### config.mk
export PLATFORM = sky130hd
export DESIGN_NAME = stackcalc_param_flat
export DESIGN_NICKNAME = d
export VERILOG_FILES = /design/src/rtl/stackcalc_pkg.sv /design/src/rtl/stackcalc_param_if.sv /design/src/rtl/stackcalc_mul.sv /design/src/rtl/stackcalc_param.sv /design/src/flat_wrapper.sv
export SDC_FILE = /design/constraint.sdc
export NUM_CORES = 1
export LEC_CHECK = 0
export CORE_MARGIN = 2
export CORE_UTILIZATION = 40
export DETAILED_ROUTE_END_ITERATION = 10
export SETUP_SLACK_MARGIN = 0.5
export SLEW_MARGIN = 0
export SYNTH_ARGS = -nofsm -noshare
export SYNTH_HDL_FRONTEND = slang
export SYNTH_SLANG_ARGS = --single-unit
### constraint.sdc
create_clock -name clk -period 9.4 [get_ports clk]
set_clock_uncertainty 0.05 [all_clocks]
set_input_delay 1.41 -clock clk [delete_from_list [all_inputs] [get_ports clk]]
set_output_delay 1.41 -clock clk [all_outputs]
set_load 0.05 [all_outputs]
### src/rtl/stackcalc_pkg.sv
// Shared opcode definitions for the stack calculator.
// Also holds the operand-count and stack-growth rules for each opcode.
package stackcalc_pkg;

    localparam int OP_W = 4;

    typedef enum logic [OP_W-1:0] {
        OP_NOP   = 4'h0,
        OP_PUSH  = 4'h1,
        OP_POP   = 4'h2,
        OP_DUP   = 4'h3,
        OP_SWAP  = 4'h4,
        OP_OVER  = 4'h5,
        OP_ADD   = 4'h6,
        OP_SUB   = 4'h7,
        OP_AND   = 4'h8,
        OP_OR    = 4'h9,
        OP_XOR   = 4'hA,
        OP_NOT   = 4'hB,
        OP_SHL1  = 4'hC,
        OP_SHR1  = 4'hD,
        OP_MUL   = 4'hE,
        OP_CLEAR = 4'hF
    } op_e;

    // Minimum stack depth an opcode needs before it may execute.
    function automatic logic [1:0] operands_needed(op_e op);
        case (op)
            OP_POP, OP_DUP, OP_NOT, OP_SHL1, OP_SHR1:        return 2'd1;
            OP_SWAP, OP_OVER, OP_ADD, OP_SUB, OP_AND,
            OP_OR, OP_XOR, OP_MUL:                           return 2'd2;
            default:                                         return 2'd0;
        endcase
    endfunction

    function automatic logic grows_stack(op_e op);
        case (op)
            OP_PUSH, OP_DUP, OP_OVER: return 1'b1;
            default:                  return 1'b0;
        endcase
    endfunction

endpackage

### src/rtl/stackcalc_param_if.sv
// Command and status bundle between a stack calculator and its controller.
interface stackcalc_param_if #(
    parameter int WIDTH = 8,
    parameter int DEPTH = 8
);
    localparam int CW = $clog2(DEPTH + 1);

    logic             cmd_valid;
    logic             cmd_ready;
    logic [3:0]       cmd_op;
    logic [WIDTH-1:0] cmd_data;
    logic [WIDTH-1:0] top;
    logic [CW-1:0]    count;
    logic             empty;
    logic             full;
    logic             err_under;
    logic             err_over;

    modport master (
        output cmd_valid, cmd_op, cmd_data,
        input  cmd_ready, top, count, empty, full, err_under, err_over
    );

    modport slave (
        input  cmd_valid, cmd_op, cmd_data,
        output cmd_ready, top, count, empty, full, err_under, err_over
    );
endinterface

### src/rtl/stackcalc_mul.sv
// Iterative shift-add multiplier: one partial product per clock, WIDTH steps.
// done is high during the cycle whose rising edge retires the final step.
module stackcalc_mul #(
    parameter int WIDTH = 8
) (
    input  logic             clk,
    input  logic             rst,
    input  logic             start,
    input  logic [WIDTH-1:0] a,
    input  logic [WIDTH-1:0] b,
    output logic             done,
    output logic [WIDTH-1:0] result
);
    localparam int CNTW = $clog2(WIDTH + 1);

    logic [WIDTH-1:0] mcand_r;
    logic [WIDTH-1:0] mplier_r;
    logic [WIDTH-1:0] acc_r;
    logic [CNTW-1:0]  cnt_r;
    logic             busy_r;
    logic [WIDTH-1:0] partial_s;

    assign partial_s = mplier_r[0] ? mcand_r : WIDTH'(0);
    assign result    = acc_r + partial_s;
    assign done      = busy_r && (cnt_r == CNTW'(WIDTH - 1));

    // Load operands on start, then accumulate one multiplier bit per cycle.
    always_ff @(posedge clk or posedge rst) begin
        if (rst) begin
            busy_r   <= 1'b0;
            cnt_r    <= CNTW'(0);
            acc_r    <= WIDTH'(0);
            mcand_r  <= WIDTH'(0);
            mplier_r <= WIDTH'(0);
        end else if (start) begin
            busy_r   <= 1'b1;
            cnt_r    <= CNTW'(0);
            acc_r    <= WIDTH'(0);
            mcand_r  <= a;
            mplier_r <= b;
        end else if (busy_r) begin
            acc_r    <= result;
            mcand_r  <= mcand_r << 1;
            mplier_r <= mplier_r >> 1;
            cnt_r    <= cnt_r + CNTW'(1);
            busy_r   <= !done;
        end
    end
endmodule

### src/rtl/stackcalc_param.sv
// Parameterised stack calculator: register-array stack indexed by count,
// single-cycle ops plus an iterative multiply that stalls the command port.
module stackcalc_param
    import stackcalc_pkg::*;
#(
    parameter int WIDTH = 8,
    parameter int DEPTH = 8
) (
    input  logic             clk,
    input  logic             rst,
    stackcalc_param_if.slave bus
);
    localparam int CW = $clog2(DEPTH + 1);
    localparam int AW = $clog2(DEPTH);

    logic [WIDTH-1:0] stack_r [DEPTH];
    logic [CW-1:0]    count_r;
    logic [CW-1:0]    count_next_s;
    logic             ready_r;
    logic             ready_next_s;
    logic             err_under_r;
    logic             err_over_r;

    op_e              op_s;
    logic             accept_s;
    logic             under_s;
    logic             over_s;
    logic [AW-1:0]    tos_idx_s;
    logic [AW-1:0]    nos_idx_s;
    logic [AW-1:0]    new_idx_s;
    logic [WIDTH-1:0] tos_s;
    logic [WIDTH-1:0] nos_s;
    logic [WIDTH-1:0] alu_s;

    logic             wr0_en_s;
    logic [AW-1:0]    wr0_idx_s;
    logic [WIDTH-1:0] wr0_val_s;
    logic             wr1_en_s;
    logic [AW-1:0]    wr1_idx_s;
    logic [WIDTH-1:0] wr1_val_s;
    logic             set_under_s;
    logic             set_over_s;
    logic             clr_err_s;
    logic             mul_start_s;
    logic             mul_done_s;
    logic [WIDTH-1:0] mul_result_s;

    assign op_s      = op_e'(bus.cmd_op);
    assign accept_s  = bus.cmd_valid && ready_r;
    assign tos_idx_s = AW'(count_r - CW'(1));
    assign nos_idx_s = AW'(count_r - CW'(2));
    assign new_idx_s = AW'(count_r);
    assign tos_s     = stack_r[tos_idx_s];
    assign nos_s     = stack_r[nos_idx_s];
    assign under_s   = count_r < CW'(operands_needed(op_s));
    assign over_s    = grows_stack(op_s) && (count_r == CW'(DEPTH));

    assign bus.cmd_ready = ready_r;
    assign bus.count     = count_r;
    assign bus.empty     = (count_r == CW'(0));
    assign bus.full      = (count_r == CW'(DEPTH));
    assign bus.top       = bus.empty ? WIDTH'(0) : tos_s;
    assign bus.err_under = err_under_r;
    assign bus.err_over  = err_over_r;

    stackcalc_mul #(.WIDTH(WIDTH)) u_mul (
        .clk    (clk),
        .rst    (rst),
        .start  (mul_start_s),
        .a      (nos_s),
        .b      (tos_s),
        .done   (mul_done_s),
        .result (mul_result_s)
    );

    // Single-cycle datapath result; binary ops take NOS as the left operand.
    always_comb begin
        alu_s = tos_s;
        case (op_s)
            OP_ADD:  alu_s = nos_s + tos_s;
            OP_SUB:  alu_s = nos_s - tos_s;
            OP_AND:  alu_s = nos_s & tos_s;
            OP_OR:   alu_s = nos_s | tos_s;
            OP_XOR:  alu_s = nos_s ^ tos_s;
            OP_NOT:  alu_s = ~tos_s;
            OP_SHL1: alu_s = tos_s << 1;
            OP_SHR1: alu_s = tos_s >> 1;
            default: alu_s = tos_s;
        endcase
    end

    // Command decode: stack writes, next count and flag updates.
    always_comb begin
        wr0_en_s     = 1'b0;
        wr0_idx_s    = new_idx_s;
        wr0_val_s    = bus.cmd_data;
        wr1_en_s     = 1'b0;
        wr1_idx_s    = nos_idx_s;
        wr1_val_s    = tos_s;
        count_next_s = count_r;
        set_under_s  = 1'b0;
        set_over_s   = 1'b0;
        clr_err_s    = 1'b0;
        mul_start_s  = 1'b0;
        if (mul_done_s) begin
            wr0_en_s     = 1'b1;
            wr0_idx_s    = nos_idx_s;
            wr0_val_s    = mul_result_s;
            count_next_s = count_r - CW'(1);
        end else if (accept_s) begin
            if (op_s == OP_CLEAR) begin
                count_next_s = CW'(0);
                clr_err_s    = 1'b1;
            end else if (under_s) begin
                set_under_s = 1'b1;
            end else if (over_s) begin
                set_over_s = 1'b1;
            end else begin
                case (op_s)
                    OP_PUSH: begin
                        wr0_en_s     = 1'b1;
                        count_next_s = count_r + CW'(1);
                    end
                    OP_POP: count_next_s = count_r - CW'(1);
                    OP_DUP: begin
                        wr0_en_s     = 1'b1;
                        wr0_val_s    = tos_s;
                        count_next_s = count_r + CW'(1);
                    end
                    OP_SWAP: begin
                        wr0_en_s  = 1'b1;
                        wr0_idx_s = tos_idx_s;
                        wr0_val_s = nos_s;
                        wr1_en_s  = 1'b1;
                    end
                    OP_OVER: begin
                        wr0_en_s     = 1'b1;
                        wr0_val_s    = nos_s;
                        count_next_s = count_r + CW'(1);
                    end
                    OP_ADD, OP_SUB, OP_AND, OP_OR, OP_XOR: begin
                        wr0_en_s     = 1'b1;
                        wr0_idx_s    = nos_idx_s;
                        wr0_val_s    = alu_s;
                        count_next_s = count_r - CW'(1);
                    end
                    OP_NOT, OP_SHL1, OP_SHR1: begin
                        wr0_en_s  = 1'b1;
                        wr0_idx_s = tos_idx_s;
                        wr0_val_s = alu_s;
                    end
                    OP_MUL:  mul_start_s = 1'b1;
                    default: count_next_s = count_r;
                endcase
            end
        end else begin
            count_next_s = count_r;
        end
    end

    always_comb begin
        if (mul_start_s) begin
            ready_next_s = 1'b0;
        end else if (mul_done_s) begin
            ready_next_s = 1'b1;
        end else begin
            ready_next_s = ready_r;
        end
    end

    // Stack storage holds no reset; entries above count are don't-care.
    always_ff @(posedge clk) begin
        if (wr0_en_s) stack_r[wr0_idx_s] <= wr0_val_s;
        if (wr1_en_s) stack_r[wr1_idx_s] <= wr1_val_s;
    end

    // Control state: count, command-port readiness and sticky error flags.
    always_ff @(posedge clk or posedge rst) begin
        if (rst) begin
            count_r     <= CW'(0);
            ready_r     <= 1'b1;
            err_under_r <= 1'b0;
            err_over_r  <= 1'b0;
        end else begin
            count_r     <= count_next_s;
            ready_r     <= ready_next_s;
            err_under_r <= clr_err_s ? 1'b0 : (err_under_r | set_under_s);
            err_over_r  <= clr_err_s ? 1'b0 : (err_over_r | set_over_s);
        end
    end
endmodule
### src/flat_wrapper.sv
// flat-port wrapper written by rule: the top's interface ports become plain ports
module stackcalc_param_flat import stackcalc_pkg::*;
#(
    parameter int WIDTH = 8,
    parameter int DEPTH = 8
)
  (clk, rst, bus_cmd_valid, bus_cmd_op, bus_cmd_data, bus_cmd_ready, bus_top, bus_count, bus_empty, bus_full, bus_err_under, bus_err_over);
  stackcalc_param_if #(.WIDTH(WIDTH), .DEPTH(DEPTH)) bus_i ();
  input  logic clk;
  input  logic rst;
  input wire logic [$bits(bus_i.cmd_valid)-1:0] bus_cmd_valid;
  input wire logic [$bits(bus_i.cmd_op)-1:0] bus_cmd_op;
  input wire logic [$bits(bus_i.cmd_data)-1:0] bus_cmd_data;
  output wire logic [$bits(bus_i.cmd_ready)-1:0] bus_cmd_ready;
  output wire logic [$bits(bus_i.top)-1:0] bus_top;
  output wire logic [$bits(bus_i.count)-1:0] bus_count;
  output wire logic [$bits(bus_i.empty)-1:0] bus_empty;
  output wire logic [$bits(bus_i.full)-1:0] bus_full;
  output wire logic [$bits(bus_i.err_under)-1:0] bus_err_under;
  output wire logic [$bits(bus_i.err_over)-1:0] bus_err_over;
  assign bus_i.cmd_valid = bus_cmd_valid;
  assign bus_i.cmd_op = bus_cmd_op;
  assign bus_i.cmd_data = bus_cmd_data;
  assign bus_cmd_ready = bus_i.cmd_ready;
  assign bus_top = bus_i.top;
  assign bus_count = bus_i.count;
  assign bus_empty = bus_i.empty;
  assign bus_full = bus_i.full;
  assign bus_err_under = bus_i.err_under;
  assign bus_err_over = bus_i.err_over;
  stackcalc_param #(.WIDTH(WIDTH), .DEPTH(DEPTH)) u_core (.clk(clk), .rst(rst), .bus(bus_i));
endmodule
==> qor.csv, run 1 <==
stage,metric,value,unit
setup_path,slowest_stage,mux2i_2,
sta,setup_viol,0,
sta,fmax,0.176,GHz
setup_path,worstPathArrival,5.74,ns
drt,drtIter0Drc,649,
synth,synthFlopType,edfxtp_1,
sta,fin_crit_sh,60.6,%
drt,route.detailed.drc,0,
setup_path,critPathMaxFanout,25,
die,core_area,18800,µm²
clock_network,clkLatencyLatePin,0.37,ns
cells_and_area,synthToLayoutAreaGrowth,10.9,%
synth,synth_nets,836,
drt,via_count,6501,
cells_and_area,fin_nets,852,
cells_and_area,num_antenna_cells,0,
die,num_io_pins,32,
setup_path,critPathMaxStageDelay,0.61,ns
synth,synth.area.top_cells,"edfxtp_1 (25%), dfrtp_1 (11%), ha_1 (6.5%)",
die,initial_core_util,41.1,%
flow_run,max_cap_viol_count,0,
drt,drt_wl_total,23300,µm
clock_network,clock_sinks,100,
synth,ys_ff_latch,100,
placed_design,postPlaceCellArea,8270,µm²
sta,drv_slew,0,
synth,synth_seq_area_share,36.5,%
clock_network,cts_hold_buf,0,
sta,fin_crit,5.70,ns
drt,drtPass1Iterations,5,
sta,fin_setup_tns,0,ns
grt,grt_use_total,23.6,%
sta,max_slew_margin,31.6,%
clock_network,cts_buffers,9,
synth,synth_cell_types,76,
sta,worst_pin_slew,0.998,ns
sta,hold_viol,0,
drt,wl_per_cell,22.0,µm
setup_path,start_kind,flip-flop,
placed_design,dpl.hpwl,16400,µm
grt,grt_pass1_vias,6247,
cells_and_area,final_layout_size_suffix_gt1_share,11.1,%
synth,synth_area_leader_cell,edfxtp_1,
die,die_height,143,µm
synth,synth.top_cell.area_share,24.9,%
sta,worst_slack,3.70,ns
setup_path,cp.required,9.44,ns
clock_network,htree_levels,3,
synth,syn_area,7730,µm²
synth,async_flop_share,36.0,%
die,rows,50,
run_status,status,"complete, no violations",
placed_design,pre_cts_slack,3.61,ns
grt,antenna_found_initial,0,
synth,yosysWarnings,0,
clock_network,clockBufferDepth,2,
clock_network,root_buffer,clkbuf_16,
setup_path,critPathCaptureType,flip-flop,
grt,grt_max_degree,45,
sta,hold_ws,0.443,ns
setup_path,critPathKind,reg2reg,
setup_path,cp_cell_sequence,buf_4 -> inv_1 -> ha_1 -> buf_4 -> mux4_1 -> mux2i_2 -> ha_1 -> a21o_1 -> inv_1 -> ha_1 -> nor2b_1 -> o21a_1 -> a311o_1 -> o31ai_1 -> xnor2_1 -> xnor2_1 -> a41oi_2 -> o22ai_1,
setup_path,crit_top_cell,ha_1,
clock_network,path_clk_slew,0.08,ns
synth,synth_edf_count,64,
clock_network,ctsResizeCount,0,
synth,postSynthAreaPerCell,9.93,µm²
clock_network,cts_tree,yes,
die,die_x,143,µm
synth,syn-instance-count,779,
grt,gr-total-overflow,0,
drt,postRouteAntennaNets,0,
sta,rsz0062_at_grt,no,
placed_design,port_buffers,31,
clock_network,post_cts_buffers,0,
placed_design,place_congestion,0.967,
grt,grt_first_pass_wirelength,36400,µm
cells_and_area,postLayoutCellArea,8580,µm²
die,dieArea,20500,µm²
hold_path,hp-class,reg2reg,
drt,vias_per_cell,6.13,
-- placed cells by master, fill, tap and decap left out, types with 14 or more instances in the layout --
master	instances
a21oi_1	87
a221o_1	14
buf_4	22
clkdlybuf4s50_1	31
dfrtp_1	34
edfxtp_1	64
ha_1	40
inv_1	25
mux2i_1	24
mux4_1	15
mux4_2	15
nand2_1	50
nor2_1	112
nor3_1	14
o21ai_0	33
o22ai_1	18
o31ai_1	14
xnor2_1	20
-- cell type report --
type	count	area, µm²
multi-input combinational	597	4520
tap	260	325
sequential	100	2830
clock inverter	7	81.3
clock buffer	9	225
timing repair buffer	53	475
fill	1773	10300
inverter	34	128
-- per-layer routing --
metal | wire length (µm) | global-route usage [%] | vias up
li1 | - | - | 2974
met1 | 10100 | 32.6 | 3163
met2 | 10800 | 38.0 | 326
met3 | 1840 | 4.16 | 38
met4 | 499 | 6.88 | 0
met5 | 0 | 0 | -
-- flip-flops by register name, summed over array words and instances (netlist names) --
register	flops
u_core.stack_r	64
u_core.bus.count	4
u_core.u_mul.cnt_r	4
u_core.u_mul.busy_r	1
u_core.bus.err_under	1
u_core.bus.err_over	1
u_core.u_mul.mcand_r	8
u_core.u_mul.acc_r	8
u_core.u_mul.mplier_r	8
u_core.bus.cmd_ready	1
-- through the flow --
step	utilization, %	instances
after floorplan	-	779
after global placement	43.9	1044
after detailed placement	43.9	1044
after CTS	45.6	1060
after global routing	45.6	1060
final	45.6	1060
-- logic make-up after synthesis --
family          Yosys count  share of synthesized area [%]
mux                      63                           14.8
flops                   100                           36.5
buf+inv                  82                           5.11
xor+xnor                 25                           2.93
fa+ha+maj                42                           6.99
compound gates          236                           20.1
simple gates            231                           13.6
-- path summary, 6_finish.rpt --
kind,startpoint,to,slack (ns),cells past startpoint
min in group asynchronous,rst,u_core.u_mul.cnt_r[3],1.40,3
worst max register to register,u_core.bus.count[1],u_core.stack_r[3][7],3.70,18
max in group asynchronous,rst,u_core.u_mul.acc_r[4],7.54,3
worst max-delay path,u_core.bus.count[1],u_core.stack_r[3][7],3.70,18
worst min-delay path,u_core.u_mul.mplier_r[7],u_core.u_mul.mplier_r[7],0.44,2
worst min register to register,u_core.u_mul.mplier_r[7],u_core.u_mul.mplier_r[7],0.44,2
-- Yosys cell counts (all sizes together) (7+ instances only) --
| master | number |
|---|---|
| xnor2 | 20 |
| o21a | 7 |
| a22o | 7 |
| mux4 | 31 |
| o22ai | 18 |
| ha | 40 |
| edfxtp | 64 |
| a31oi | 7 |
| nor3 | 14 |
| o21ai | 33 |
| clkbuf | 26 |
| inv | 32 |
| nand2 | 50 |
| buf | 22 |
| a21oi | 92 |
| mux2i | 32 |
| a221o | 14 |
| dfrtp | 35 |
| nor2b | 8 |
| nor2 | 112 |
| and2 | 9 |
| o31ai | 14 |
-- worst max-delay path, delay by kind of cell, from the launching register on --
family | cells | cell delay (ns)
compound gates | 6 | 1.80
mux | 2 | 0.97
buf+inv | 4 | 0.91
fa+ha+maj | 3 | 0.91
flops | 1 | 0.33
xor+xnor | 2 | 0.30
simple gates | 1 | 0.13
Power of run 1 is not shown: default switching activity piles up to over one toggle a cycle in this logic, so the estimate is an artifact.
==> run 2: changes to the inputs <==
- clock period: 9.4 -> 5.5 ns (I/O delays scaled with it)
==> run 2 against run 1 <==
  * Routed wire length up 6.9%
  * Via count rose by 3.6%
  * Critical path type unchanged
  * Die area unchanged
  * Sequential share of layout area is 0.49 points lower
  * Count of clock-buffer cells in the layout is the same
  * Fmax grew 21%
  * Hold slack better by 0.0019 ns
  * Utilization up 0.70 points
  * Design area is 1.5% higher
  * Non-clock buffer count is 17 higher
==> qor.csv, run 2 (synthesis results as in run 1) <==
stage,metric,value,unit,change
die,core_area,18800,µm²,unchanged
grt,gr-total-overflow,0,,unchanged
clock_network,cts_buffers,9,,unchanged
sta,worst_pin_slew,1.14,ns,was 0.998 ns
setup_path,critPathMaxFanout,8,,was 25
setup_path,cp_top_family,compound AO/OA/AOI/OAI gates,,unchanged
cells_and_area,synthToLayoutAreaGrowth,12.7,%,was 10.9%
sta,fin_setup_tns,0,ns,unchanged
setup_path,slowest_stage,dfrtp_2,,was mux2i_2
placed_design,dpl.hpwl,17700,µm,was 16400 µm
die,initial_core_util,41.1,%,unchanged
setup_path,critPathKind,reg2reg,,unchanged
placed_design,port_buffers,31,,unchanged
drt,drtIter0Drc,831,,was 649
sta,drv_slew,0,,unchanged
flow_run,max_cap_viol_count,0,,unchanged
die,die_x,143,µm,unchanged
clock_network,root_buffer,clkbuf_16,,unchanged
drt,via_count,6736,,was 6501
sta,fin_crit_sh,85.7,%,was 60.6%
setup_path,critPathMaxStageDelay,0.40,ns,was 0.61 ns
cells_and_area,final_common_cell,nor2_1,,unchanged
placed_design,place_congestion,1.00,,was 0.967
sta,setup_viol,0,,unchanged
clock_network,clockBufferDepth,2,,unchanged
cells_and_area,fin_nets,869,,was 852
drt,drtPass1Iterations,7,,was 5
clock_network,path_clk_slew,0.08,ns,about the same
grt,antenna_found_initial,0,,unchanged
hold_path,hp-class,reg2reg,,unchanged
grt,grt_pass1_vias,6563,,was 6247
sta,fin_crit,4.71,ns,was 5.70 ns
grt,grt_max_degree,45,,unchanged
clock_network,htree_levels,3,,unchanged
clock_network,cts_tree,yes,,unchanged
placed_design,dp_cells,1059,,was 1044
die,die_height,143,µm,unchanged
sta,max_slew_margin,24.0,%,was 31.6%
cells_and_area,num_antenna_cells,0,,unchanged
drt,vias_per_cell,6.26,,was 6.13
setup_path,worstPathArrival,4.86,ns,was 5.74 ns
setup_path,worst-path-buf-inv,4,,unchanged
cells_and_area,largest_register_ffs,64,,unchanged
sta,hold_viol,0,,unchanged
setup_path,critPathCaptureType,flip-flop,,unchanged
run_status,status,"complete, no violations",,unchanged
grt,grt_first_pass_wirelength,38500,µm,was 36400 µm
cells_and_area,fillers,1778,,was 1773
die,num_io_pins,32,,unchanged
drt,drt_wl_total,24900,µm,was 23300 µm
sta,fmax,0.212,GHz,was 0.176 GHz
clock_network,clkLatencyLatePin,0.37,ns,about the same
sta,rsz0062_at_grt,no,,unchanged
drt,route.detailed.drc,0,,unchanged
grt,grt_use_total,25.0,%,was 23.6%
cells_and_area,fin_cells,1076,,was 1060
setup_path,start_kind,flip-flop,,unchanged
die,dieArea,20500,µm²,unchanged
cells_and_area,final_cell_mix,"nor2_1 (112), a21oi_1 (87), edfxtp_1 (64)",,unchanged
cells_and_area,final_layout_size_suffix_gt1_share,13.2,%,was 11.1%
setup_path,cp.required,5.64,ns,was 9.44 ns
setup_path,cp_cell_sequence,inv_1 -> ha_2 -> xor2_2 -> buf_4 -> mux4_2 -> mux2i_4 -> ha_1 -> a21o_1 -> inv_1 -> ha_1 -> nor2b_1 -> o21a_1 -> a311o_1 -> o31ai_1 -> xnor2_1 -> xnor2_1 -> a41oi_2 -> buf_4 -> o22ai_1,,was buf_4 -> inv_1 -> ha_1 -> buf_4 -> mux4_1 -> mux2i_2 -> ha_1 -> a21o_1 -> inv_1 -> ha_1 -> nor2b_1 -> o21a_1 -> a311o_1 -> o31ai_1 -> xnor2_1 -> xnor2_1 -> a41oi_2 -> o22ai_1
cells_and_area,regMostFlops,u_core.stack_r,,unchanged
clock_network,clock_sinks,100,,unchanged
clock_network,cts_hold_buf,0,,unchanged
drt,postRouteAntennaNets,0,,unchanged
drt,wl_per_cell,23.1,µm,was 22.0 µm
die,rows,50,,unchanged
==> run 2: cell count changes in the layout (fill, tap and decap cells not counted) <==
cell             previous run  this run
buf_12                      0         1
clkinv_8                    1         0
ha_1                       40        39
clkinv_2                    0         1
buf_4                      22        39
inv_12                      1         0
ha_2                        0         1
dfrtp_1                    34        33
clkdlybuf4s50_1            31        30
dfrtp_2                     1         2
inv_8                       2         1
bufinv_16                   0         1
==> run 2: timing repair <==
action,in CTS,in global routing
hold endpoints to repair,0,0
setup endpoints to repair,0,19
gates resized for setup,0,1
setup buffers,0,2
==> run 2: area by class of cell <==
cell class / count / area, µm² / share of cell area [%]
Clock buffer: 9 / 225 / 2.59
Clock inverter: 6 / 71.3 / 0.819
Inverter: 34 / 129 / 1.48
Multi-Input combinational cell: 597 / 4520 / 51.9
Sequential cell: 100 / 2830 / 32.4
Tap cell: 260 / 325 / 3.73
Timing Repair Buffer: 70 / 613 / 7.04
==> run 2: metal layers <==
layer,track usage [%],part of all wire [%]
met5,0,0
met4,9.59,3.6
met3,4.73,7.6
met2,41.8,48
met1,32.0,41
==> run 2: worst register-to-register path, stage by stage (launching register included) <==
cell	delay, ns
dfrtp_2	0.40
inv_1	0.15
ha_2	0.28
xor2_2	0.27
buf_4	0.22
mux4_2	0.33
mux2i_4	0.30
ha_1	0.29
a21o_1	0.19
inv_1	0.06
ha_1	0.21
nor2b_1	0.13
o21a_1	0.20
a311o_1	0.40
o31ai_1	0.26
xnor2_1	0.18
xnor2_1	0.15
a41oi_2	0.11
buf_4	0.21
o22ai_1	0.16
==> run 2: stage by stage <==
| stage | setup slack (ns) | hold WS [ns] | instance area (µm²) | util [%] |
|---|---|---|---|---|
| after global placement | 0.730 | 0.416 | 8390 | 44.5 |
| after CTS | 0.630 | 0.451 | 8680 | 46.1 |
| after detailed placement | 0.588 | 0.440 | 8390 | 44.5 |
| final | 0.788 | 0.445 | 8710 | 46.3 |
| after floorplan | 0.505 | 0.401 | 7750 | - |
| after global routing | 0.504 | 0.471 | 8710 | 46.3 |
==> run 2: worst paths after layout <==
kind	startpoint	endpoint	slack [ns]	cells after the start
max	u_core.bus.count[1]	u_core.stack_r[7][7]	0.79	19
min	u_core.bus.cmd_ready	u_core.bus.cmd_ready	0.45	2
max reg2reg	u_core.bus.count[1]	u_core.stack_r[7][7]	0.79	19
min reg2reg	u_core.bus.cmd_ready	u_core.bus.cmd_ready	0.45	2
max in group asynchronous	rst	u_core.bus.count[0]	4.22	3
min in group asynchronous	rst	u_core.bus.err_under	0.82	3
Power of run 2 is left out for the same reason.
==> run 3: changes to the inputs <==
- CTS_CLUSTER_DIAMETER: unset -> 80
==> results of run 3 <==
The final DEF is identical to that of run 2; final timing and power are the same.
Power of run 3 is left out for the same reason.
